### config.mk
export PLATFORM = sky130hd
export DESIGN_NAME = stack_in_port
export DESIGN_NICKNAME = d
export VERILOG_FILES = /design/src/rtl/stack_io_pkg.sv /design/src/rtl/stack_in_fifo_mem.sv /design/src/rtl/stack_in_port.sv
export SDC_FILE = /design/constraint.sdc
export NUM_CORES = 1
export LEC_CHECK = 0
export CORE_MARGIN = 10
export CORE_UTILIZATION = 30
export CTS_BUF_LIST = sky130_fd_sc_hd__clkbuf_8
export CTS_CLUSTER_SIZE = 30
export DETAILED_ROUTE_END_ITERATION = 16
export DONT_BUFFER_PORTS = 1
export GPL_ROUTABILITY_DRIVEN = 0
export MAX_ROUTING_LAYER = met4
export PLACE_DENSITY_LB_ADDON = 0.25
export SLEW_MARGIN = 10
export SYNTH_ARGS = -nofsm -noshare
export SYNTH_HDL_FRONTEND = slang
export SYNTH_SLANG_ARGS = --single-unit
### constraint.sdc
create_clock -name CLK -period 2.65 [get_ports CLK]
set_input_delay 0.6625 -clock CLK [delete_from_list [all_inputs] [get_ports CLK]]
set_output_delay 0.6625 -clock CLK [all_outputs]
set_load 0.005 [all_outputs]
### src/rtl/stack_io_pkg.sv
// Shared constants and types for the stack processor I/O ports.
// Used by stack_in_port, the processor core and any future output port.
package stack_io_pkg;

    localparam int STACK_WORD_W           = 16;
    localparam int STACK_IN_DEPTH_DEFAULT = 4;
    localparam int STACK_IN_COUNT_W       = $clog2(STACK_IN_DEPTH_DEFAULT) + 1;

    typedef logic [STACK_WORD_W-1:0]     word_t;
    typedef logic [STACK_IN_COUNT_W-1:0] in_count_t;

    // Occupancy counter width for a FIFO of the given depth (must hold DEPTH itself).
    function automatic int count_w(input int depth);
        return $clog2(depth) + 1;
    endfunction

endpackage

### src/rtl/stack_in_fifo_mem.sv
// Storage array for the stack input FIFO: synchronous write, asynchronous read.
// Data is deliberately not reset; validity is tracked by the parent's pointers.
module stack_in_fifo_mem #(
    parameter int WIDTH = 16,
    parameter int DEPTH = 4
) (
    input  logic                     CLK,
    input  logic                     we,
    input  logic [$clog2(DEPTH)-1:0] waddr,
    input  logic [WIDTH-1:0]         wdata,
    input  logic [$clog2(DEPTH)-1:0] raddr,
    output logic [WIDTH-1:0]         rdata
);

    logic [WIDTH-1:0] mem [DEPTH];

    // Write the addressed entry on the rising edge when enabled.
    always_ff @(posedge CLK) begin
        if (we) begin
            mem[waddr] <= wdata;
        end
    end

    assign rdata = mem[raddr];

endmodule

### src/rtl/stack_in_port.sv
// Input staging buffer feeding the stack processor's getin port.
//
// Handshake: a producer word transfers on a rising edge where in_valid and
// in_ready are both high; while in_valid is high and in_ready is low the
// producer holds in_data stable. A processor pop transfers on an edge where
// rd_en and getin_valid are both high; rd_en with getin_valid low is an
// illegal pop and sets the sticky underflow flag.
//
// Optional feature macro: STACK_IN_BYPASS_EN. When defined, an empty buffer
// forwards in_data straight to getin, and a full buffer with rd_en high also
// accepts a push (the only rd_en -> in_ready combinational path).
module stack_in_port
    import stack_io_pkg::*;
#(
    parameter int WIDTH = STACK_WORD_W,
    parameter int DEPTH = STACK_IN_DEPTH_DEFAULT
) (
    input  logic                      CLK,
    input  logic                      reset,
    input  logic [WIDTH-1:0]          in_data,
    input  logic                      in_valid,
    output logic                      in_ready,
    input  logic                      rd_en,
    output logic [WIDTH-1:0]          getin,
    output logic                      getin_valid,
    output logic [count_w(DEPTH)-1:0] count,
    output logic                      underflow
);

    localparam int AW = $clog2(DEPTH);
    localparam int CW = count_w(DEPTH);
    localparam logic [CW-1:0] FULL_CNT = CW'(DEPTH);
    localparam logic [CW-1:0] CNT_ONE  = CW'(1);
    localparam logic [AW-1:0] PTR_ONE  = AW'(1);

    logic [AW-1:0]    wptr;
    logic [AW-1:0]    rptr;
    logic [WIDTH-1:0] head;
    logic             stored;
    logic             full;
    logic             direct;
    logic             wr_en;
    logic             pop_ok;

    assign stored = (count != '0);
    assign full   = (count == FULL_CNT);

`ifdef STACK_IN_BYPASS_EN
    // Empty buffer with a same-cycle pop hands the producer word straight through.
    assign direct      = !stored && in_valid && rd_en;
    assign in_ready    = !reset && (!full || rd_en);
    assign getin_valid = stored || in_valid;
    assign getin       = stored ? head : (in_valid ? in_data : '0);
`else
    assign direct      = 1'b0;
    assign in_ready    = !reset && !full;
    assign getin_valid = stored;
    assign getin       = stored ? head : '0;
`endif

    assign wr_en  = in_valid && in_ready && !direct;
    assign pop_ok = rd_en && stored;

    stack_in_fifo_mem #(
        .WIDTH (WIDTH),
        .DEPTH (DEPTH)
    ) u_mem (
        .CLK   (CLK),
        .we    (wr_en),
        .waddr (wptr),
        .wdata (in_data),
        .raddr (rptr),
        .rdata (head)
    );

    // Advance pointers and occupancy on push/pop; latch illegal pops until reset.
    always_ff @(posedge CLK or posedge reset) begin
        if (reset) begin
            wptr      <= '0;
            rptr      <= '0;
            count     <= '0;
            underflow <= 1'b0;
        end else begin
            if (wr_en) begin
                wptr <= wptr + PTR_ONE;
            end
            if (pop_ok) begin
                rptr <= rptr + PTR_ONE;
            end
            case ({wr_en, pop_ok})
                2'b10:   count <= count + CNT_ONE;
                2'b01:   count <= count - CNT_ONE;
                default: count <= count;
            endcase
            if (rd_en && !getin_valid) begin
                underflow <= 1'b1;
            end
        end
    end

endmodule

Word-level counts from Yosys, hierarchy flattened. Memory sizes are Yosys's and may differ from the RTL's. Cells that the tools add are included.

Reduce and logical (&&, ||, !) cells: 9. Equal/unequal tests: 3. $add $sub $neg: 4. Multiplexer cells: 4.

Operators with widths (number): two-way mux 16 bit (1); case mux 3 bit (2 select lines) (1); adder 2 x 1 -> 2 bit, second input constant (2); logical AND 1 bit (4); adder 3 x 1 -> 3 bit, second input constant (1); equality test 3 bit, second input constant (1); logical NOT 1 bit (3); nonzero test 3 bit (1); subtractor 3 x 1 -> 3 bit, second input constant (1); equality test 2 x 1 -> 1 bit, second input constant (1); equality test 2 bit, second input constant (1); two-way mux 1 bit (2); nonzero test 2 bit (1).

Logic and storage cells: 25. Memories: 1. RAM bits: 64. Output and inout port bits: 22. Bits of input ports: 20. Register bits: 8.

Memory list: u_mem.mem (depth 4, bits a word 16, rd ports 1, clocked after memory_dff 0, wr ports 1, RTL line stack_in_fifo_mem.sv:15) `logic [WIDTH-1:0] mem [DEPTH];`.

Depth between registers and ports, before layout. Gate-level depths: netlist of the first run.

Depth after elaboration: 6. Gate-level depth with buffers: 9. Mapped depth without buffers: 9.

Hierarchy. From an unflattened synthesis of the first run, not the netlist that was laid out.

Cell total of the unflattened synthesis: 141. Area total of the unflattened synthesis: 2881.5 um^2.

By module, submodules not included: stack_in_fifo_mem (instances 1, area an instance 2377.3 um^2, cells an instance 88); stack_in_port (instances 1, area an instance 504.2 um^2, cells an instance 53).

Least setup slack after synthesis of the first run. Ideal clock, no wire load.

Kind: register to register. Start point: register count[2]. End point: register count[2]. Buffers on the path: 1. Arrival: 1873 ps. Setup time: 127 ps. Path slack: 650 ps. Stages on the path, launching flop included: 10. Path through: dfrtp_1 or3_1 buf_2 and2_4 ha_1 inv_1 fa_1 xor2_1 nor2_1 xor2_1.

RTL lines: start: declaration (RTL line stack_in_port.sv:26) `output logic [count_w(DEPTH)-1:0] count,`; start signal: assignment (RTL line stack_in_port.sv:91) `2'b10: count <= count + CNT_ONE;`; start signal: assignment (RTL line stack_in_port.sv:92) `2'b01: count <= count - CNT_ONE;`; start signal: assignment (RTL line stack_in_port.sv:93) `default: count <= count;`; nonzero test 3 bit (*) (RTL line stack_in_port.sv:45) `assign stored = (count != '0);`; logical AND 1 bit (*) (RTL line stack_in_port.sv:62) `assign pop_ok = rd_en && stored;`; via pop_ok (RTL line stack_in_port.sv:43) `logic pop_ok;`; equality test 2 x 1 -> 1 bit / equality test 2 bit (equally long branches) (RTL line stack_in_port.sv:90) `case ({wr_en, pop_ok})`; case mux 3 bit (2 select lines) / nonzero test 2 bit (equally long branches).

The timed path passes the listed nets; every way through them passes the cells marked *. A chain may end at the register's enable or synchronous reset.

Worst setup path in the final report of the first run.
Start point: register rptr[0]. End point: output port getin[15].

Word-level cells in the longest chain between the ends: 2.

RTL lines: start: declaration (RTL line stack_in_port.sv:37) `logic [AW-1:0] rptr;`; start signal: assignment (RTL line stack_in_port.sv:88) `rptr <= rptr + PTR_ONE;`; memory read (4 x 16 bit); two-way mux 16 bit (RTL line stack_in_port.sv:58) `assign getin = stored ? head : '0;`; end: declaration (RTL line stack_in_port.sv:24) `output logic [WIDTH-1:0] getin,`.

No other way between the ends.

==> results.py, run 1 <==
metrics = {
    "run_status": {
        "status": "complete, no violations",
    },
    "grt": {
        "globalRouteOverflowTotal": 0,
        "antenna_found_initial": 0,
        "grt_pass1_vias": 1473,
        "met1_usage_pct": 8.34,
        "top_usage_layer": "met2",
        "use_met3_pct": 4.62,
        "gr-usage-all-layers_pct": 8.36,
        "grt_max_degree": 20,
        "grt_pass1_wl_mm": 8.52,
        "met2_usage_pct": 13.2,
    },
    "finish": {
        "antenna_cells": 0,
        "area_growth_pct": 13.4,
        "drive_gt1_share_pct": 23.5,
        "nets": 187,
        "fillerInstances": 880,
        "final_util_pct": 35.4,
        "final_cell_mix": "edfxtp_1 (64), and2_1 (20), buf_4 (10), mux4_2 (9), clkbuf_8 (9)",
        "final_common_cell": "edfxtp_1",
    },
    "worst_setup_path": {
        "crit_type": "reg -> out",
        "end_kind": "output pin",
        "crit_slowest_cell": "mux4_1",
        "crit_path_max_incr_delay_ps": 590,
        "cp_max_fo": 16,
        "critPathRequiredTime_ps": 1990,
        "start_kind": "flip-flop",
        "cp.arrival_ps": 1810,
        "crit_chain": "buf_6 -> mux4_1 -> and2_1",
    },
    "timing": {
        "hold_violations": 0,
        "rsz0062_at_grt": "no",
        "slew_headroom_pct": 78.6,
        "final-setup-viol-count": 0,
        "drv_slew": 0,
        "period_minus_slack_ps": 2480,
        "tns_ps": 0,
        "fmax_mhz": 404,
        "tightest_slew_ps": 320,
        "min_period_over_period_pct": 93.4,
        "clock_skew_ps": 11.7,
    },
    "detailed_routing": {
        "drc": 0,
        "drtAntennaViolNets": 0,
        "drt_iter0_markers": 47,
        "drt-vias-per-instance": 4.47,
        "dr.pass1.iters": 4,
        "routedWlPerCell_um": 18.4,
        "wl_mm": 5.44,
        "via_count": 1320,
    },
    "clock_network": {
        "clock_path_buffers": 2,
        "cts.sinks": 72,
        "cts_tree": "yes",
        "path_clk_slew_ps": 80,
        "h-tree-depth": 3,
        "cts_buffers": 9,
        "clock_latency_ps": 350,
        "cts-root-buf": "clkbuf_8",
    },
    "yosys": {
        "synth.distinct_cells": 24,
        "yosysSeqAreaShare_pct": 72.5,
        "syn_area_mm2": 0.00293,
        "synth_fp_nets": 171,
        "synth_edf_count": 64,
        "netlist_instances": 145,
        "synth-seq-cells": 72,
        "ys_async_sr_fraction_pct": 11.1,
        "yosys_warnings": 0,
        "synth_area_per_cell_um2": 20.2,
        "ys.flop_type": "edfxtp_1",
    },
    "die": {
        "core_area_mm2": 0.00937,
        "die_w_um": 119,
        "rows": 35,
        "io_pins": 42,
        "start_util_pct": 31.2,
        "die_area_mm2": 0.0141,
        "die_y_um": 119,
    },
    "pwr": {
        "powerDensity_mw_per_mm2": 989,
        "p_total_w": 0.00328,
        "leakagePower_nw": 1.14,
        "ir_drop_mv": 0.587,
    },
    "job": {
        "drv_cap": 0,
    },
    "placed_design": {
        "io_buffers": 0,
        "dp_hpwl_mm": 3.82,
    },
    "min_path": {
        "hold_path.class": "in -> async",
    },
}
critical path: cells and delay by family, from the launching register on:
family | cells | cell delay, ps
flops | 1 | 410
simple gates | 1 | 190
mux | 1 | 590
buf+inv | 1 | 270
kinds of logic after synthesis:
logic type	after synthesis	share of synthesized area (%)
adders and majority gates	6	2.82
muxes	18	13.9
AOI/OAI and AO/OA	3	0.727
xor gates and xnor gates	6	1.80
and+or+nand+nor	26	5.43
buffers and inverters	14	2.74
DFF	72	72.5
cell usage after synthesis, types with 2 or more instances:
master	n	share of area (%)
and2_1	20	4.3
buf_2	3	0.51
dfrtp_1	8	6.8
edfxtp_1	64	66
ha_1	5	2.1
inv_1	8	1.0
mux4_1	7	6.3
mux4_2	9	6.9
nor2_1	2	0.26
xnor2_1	3	0.90
xor2_1	3	0.90
area by class of cell:
type / instances / area (um2) / area share (%)
multi-input combinational: 59 / 723 / 21.8
clock inverter: 7 / 70.1 / 2.11
clock buffer: 9 / 124 / 3.73
tap: 129 / 161 / 4.87
timing repair buffer: 11 / 86.3 / 2.60
sequential: 72 / 2120 / 64.0
inverter: 8 / 30.0 / 0.905
through the flow:
stage               area, um2  hold slack [ps]  setup slack, ps  std cells
floorplan                2930              468              650        145
global placement         3120              478              503        279
detailed placement       3120              502              448        279
CTS                      3310              135             55.3        295
global route             3320              156             77.1        295
finish                   3320              138              174        295
sequential cells by signal (all words and copies together), names as in the netlist:
name       count
wptr           2
u_mem.mem     64
rptr           2
count          3
underflow      1
layer usage:
layer | vias up | wire length (um)
met5 | - | 0
met4 | 0 | 95
met1 | 687 | 2060
li1 | 587 | -
met2 | 37 | 2810
met3 | 9 | 472
worst paths after layout:
kind	slack, ps	startpoint	to	depth (start not counted)
setup / recovery	170	rptr[0]	getin[15]	3
hold / removal	140	reset	count[2]	1
setup reg to reg	640	count[2]	count[2]	8
hold reg to reg	530	rptr[0]	rptr[0]	1
max in group asynchronous	2270	reset	wptr[1]	1
min in group CLK	400	in_data[5]	u_mem.mem[2][5]	0
power by group:
part           switching [W]  internal, W
clock               0.000401     0.000434
combinational       0.000469     0.000461
sequential          0.000102      0.00141
total               0.000972      0.00231
repair_timing:
item                                    CTS  global route
endpoints found under the setup margin    0             2
resized for setup                         0             1
hold buffers                              0             0
endpoints found under the hold margin     0             0
buffers inserted                          0             0
Power figures use the tool's default switching activity.
==> run 2: changes to the inputs <==
Settings changed: CORE_MARGIN 10 to not set, CTS_BUF_LIST sky130_fd_sc_hd__clkbuf_8 to not set.
==> run 2 against run 1 <==
Register-to-register slack got worse by 30 ps. Clock skew fell by 3.7 ps. Clock power is 1% higher. Critical endpoint is now getin[4]. Final area fell by 0.45%. Combinational power rose by 1%. First-iteration DRC count decreased by 34%. Utilization about the same. Total power rose by 0.55%. Flip-flop and latch count unchanged. Largest power group unchanged. Via count fell by 2.1%. Maximum frequency rose by 5.4%.
==> results.py, run 2 (synthesized netlist as in run 1, its figures left out) <==
metrics = {
    "run_status": {
        "status": "complete, no violations",
    },
    "clock_network": {
        "cts_tree": "yes",
        "clock_path_buffers": 2,
        "path_clk_slew_ps": 80,
        "h-tree-depth": 3,
        "cts.sinks": 72,
        "clock_latency_ps": 340,
        "cts-root-buf": "clkbuf_8",
        "post_cts_buffers": 0,
        "post_cts_resize_count": 0,
        "cts_buffers": 9,
        "hold_buffers": 0,
    },
    "finish": {
        "area_growth_pct": 12.9,
        "multi_input_comb_area_um2": 723,
        "nets": 184,
        "largest-register": "u_mem.mem",
        "largest_reg_flops": 64,
        "reg_top3": "u_mem.mem (64), count (3)",
        "drive_gt1_share_pct": 21.5,
        "final_common_cell": "edfxtp_1",
        "antenna_cells": 0,
        "final_cell_area_mm2": 0.00330,
        "area.sequential_mm2": 0.00212,
        "fillerInstances": 856,
        "final_cell_mix": "edfxtp_1 (64), and2_1 (20), mux4_2 (9), clkbuf_8 (9)",
        "final_util_pct": 35.4,
    },
    "detailed_routing": {
        "drt_iter0_markers": 31,
        "wl_mm": 5.08,
        "dr.pass1.iters": 4,
        "via_count": 1292,
        "routedWlPerCell_um": 17.4,
        "drtAntennaViolNets": 0,
        "drc": 0,
        "drt-vias-per-instance": 4.42,
    },
    "worst_setup_path": {
        "reg2reg_slack_ps": 610,
        "r2r-end": "count[2]",
        "crit_end": "getin[4]",
        "critPathRequiredTime_ps": 1990,
        "critPathLaunch": "rptr[0]",
        "start_kind": "flip-flop",
        "crit_type": "reg -> out",
        "end_kind": "output pin",
        "r2r-start": "count[2]",
        "cp.arrival_ps": 1690,
        "cp_max_fo": 11,
        "rr_worst_depth": 8,
    },
    "timing": {
        "final-setup-viol-count": 0,
        "min_period_over_period_pct": 88.7,
        "period_minus_slack_ps": 2350,
        "tightest_slew_ps": 460,
        "fin_hold_ws_ps": 152,
        "clock_skew_ps": 8.00,
        "drv_slew": 0,
        "hold_violations": 0,
        "tns_ps": 0,
        "slew_headroom_pct": 69.3,
        "rsz0062_at_grt": "no",
        "fmax_mhz": 425,
    },
    "grt": {
        "grt_max_degree": 20,
        "gr-usage-all-layers_pct": 11.2,
        "globalRouteOverflowTotal": 0,
        "antenna_found_initial": 0,
        "grt_pass1_wl_mm": 7.65,
        "grt_pass1_vias": 1359,
    },
    "pwr": {
        "ir_drop_mv": 0.462,
        "p_total_w": 0.00330,
        "powerDensity_mw_per_mm2": 999,
        "leakagePower_nw": 1.13,
    },
    "placed_design": {
        "dpl-instance-area_mm2": 0.00311,
        "io_buffers": 0,
        "dp_hpwl_mm": 3.35,
    },
    "die": {
        "start_util_pct": 31.4,
        "io_pins": 42,
        "rows": 35,
        "core_area_mm2": 0.00933,
        "die_y_um": 101,
        "die_area_mm2": 0.0101,
        "die_w_um": 101,
    },
    "min_path": {
        "hold_path.class": "in -> async",
    },
    "job": {
        "drv_cap": 0,
    },
}
-- run 2: cell count changes in the layout (fill, tap and decap cells not counted) --
cell,previous run,this run
buf_6,1,0
clkinv_1,0,1
buf_4,10,7
clkinv_2,3,2
buf_12,0,1
clkinv_4,1,0
inv_6,1,2
-- run 2: how the worst min path moves through the flow --
stage / from / endpoint / slack (ps) / cells after the start
2_1_floorplan: underflow / underflow / 470 / 1
3_3_place_gp: reset / underflow / 510 / 1
3_5_place_dp: underflow / underflow / 510 / 1
4_1_cts: reset / count[1] / 150 / 1
5_1_grt: reset / count[1] / 160 / 1
6_report: reset / count[1] / 150 / 1
-- run 2: power by group --
part / total [W] / leakage [nW] / internal (W) / switching (W)
Combinational: 0.000939 / 0.358 / 0.000477 / 0.000461
Sequential: 0.00152 / 0.672 / 0.00141 / 0.000104
Clock: 0.000843 / 0.0974 / 0.000435 / 0.000409
Total: 0.00330 / 1.13 / 0.00233 / 0.000974
-- run 2: stage by stage --
step | instances | setup slack (ps)
after global routing | 292 | 158
final | 292 | 299
after global placement | 276 | 540
after CTS | 292 | 246
after floorplan | 145 | 650
after detailed placement | 276 | 481
-- run 2: worst max-delay path, stage by stage (launching register included) --
cell     delay [ps]
dfrtp_1         350
buf_4           250
mux4_1          570
and2_1          190
-- run 2: final cells by class --
| cell class | instances | area share [%] |
|---|---|---|
| clock inverters | 7 | 2.08 |
| flip-flops and latches | 72 | 64.3 |
| well taps | 129 | 4.89 |
| repair buffers | 8 | 2.20 |
| clock buffers | 9 | 3.75 |
| multi-input cells | 59 | 21.9 |
| inverters | 8 | 0.909 |
-- run 2: layer usage --
metal | share of wire (%) | vias up | track usage [%]
li1 | - | 579 | -
met1 | 39 | 660 | 11.6
met2 | 50 | 50 | 18.5
met3 | 10 | 3 | 6.52
met4 | 0.41 | 0 | 2.68
met5 | 0 | - | -
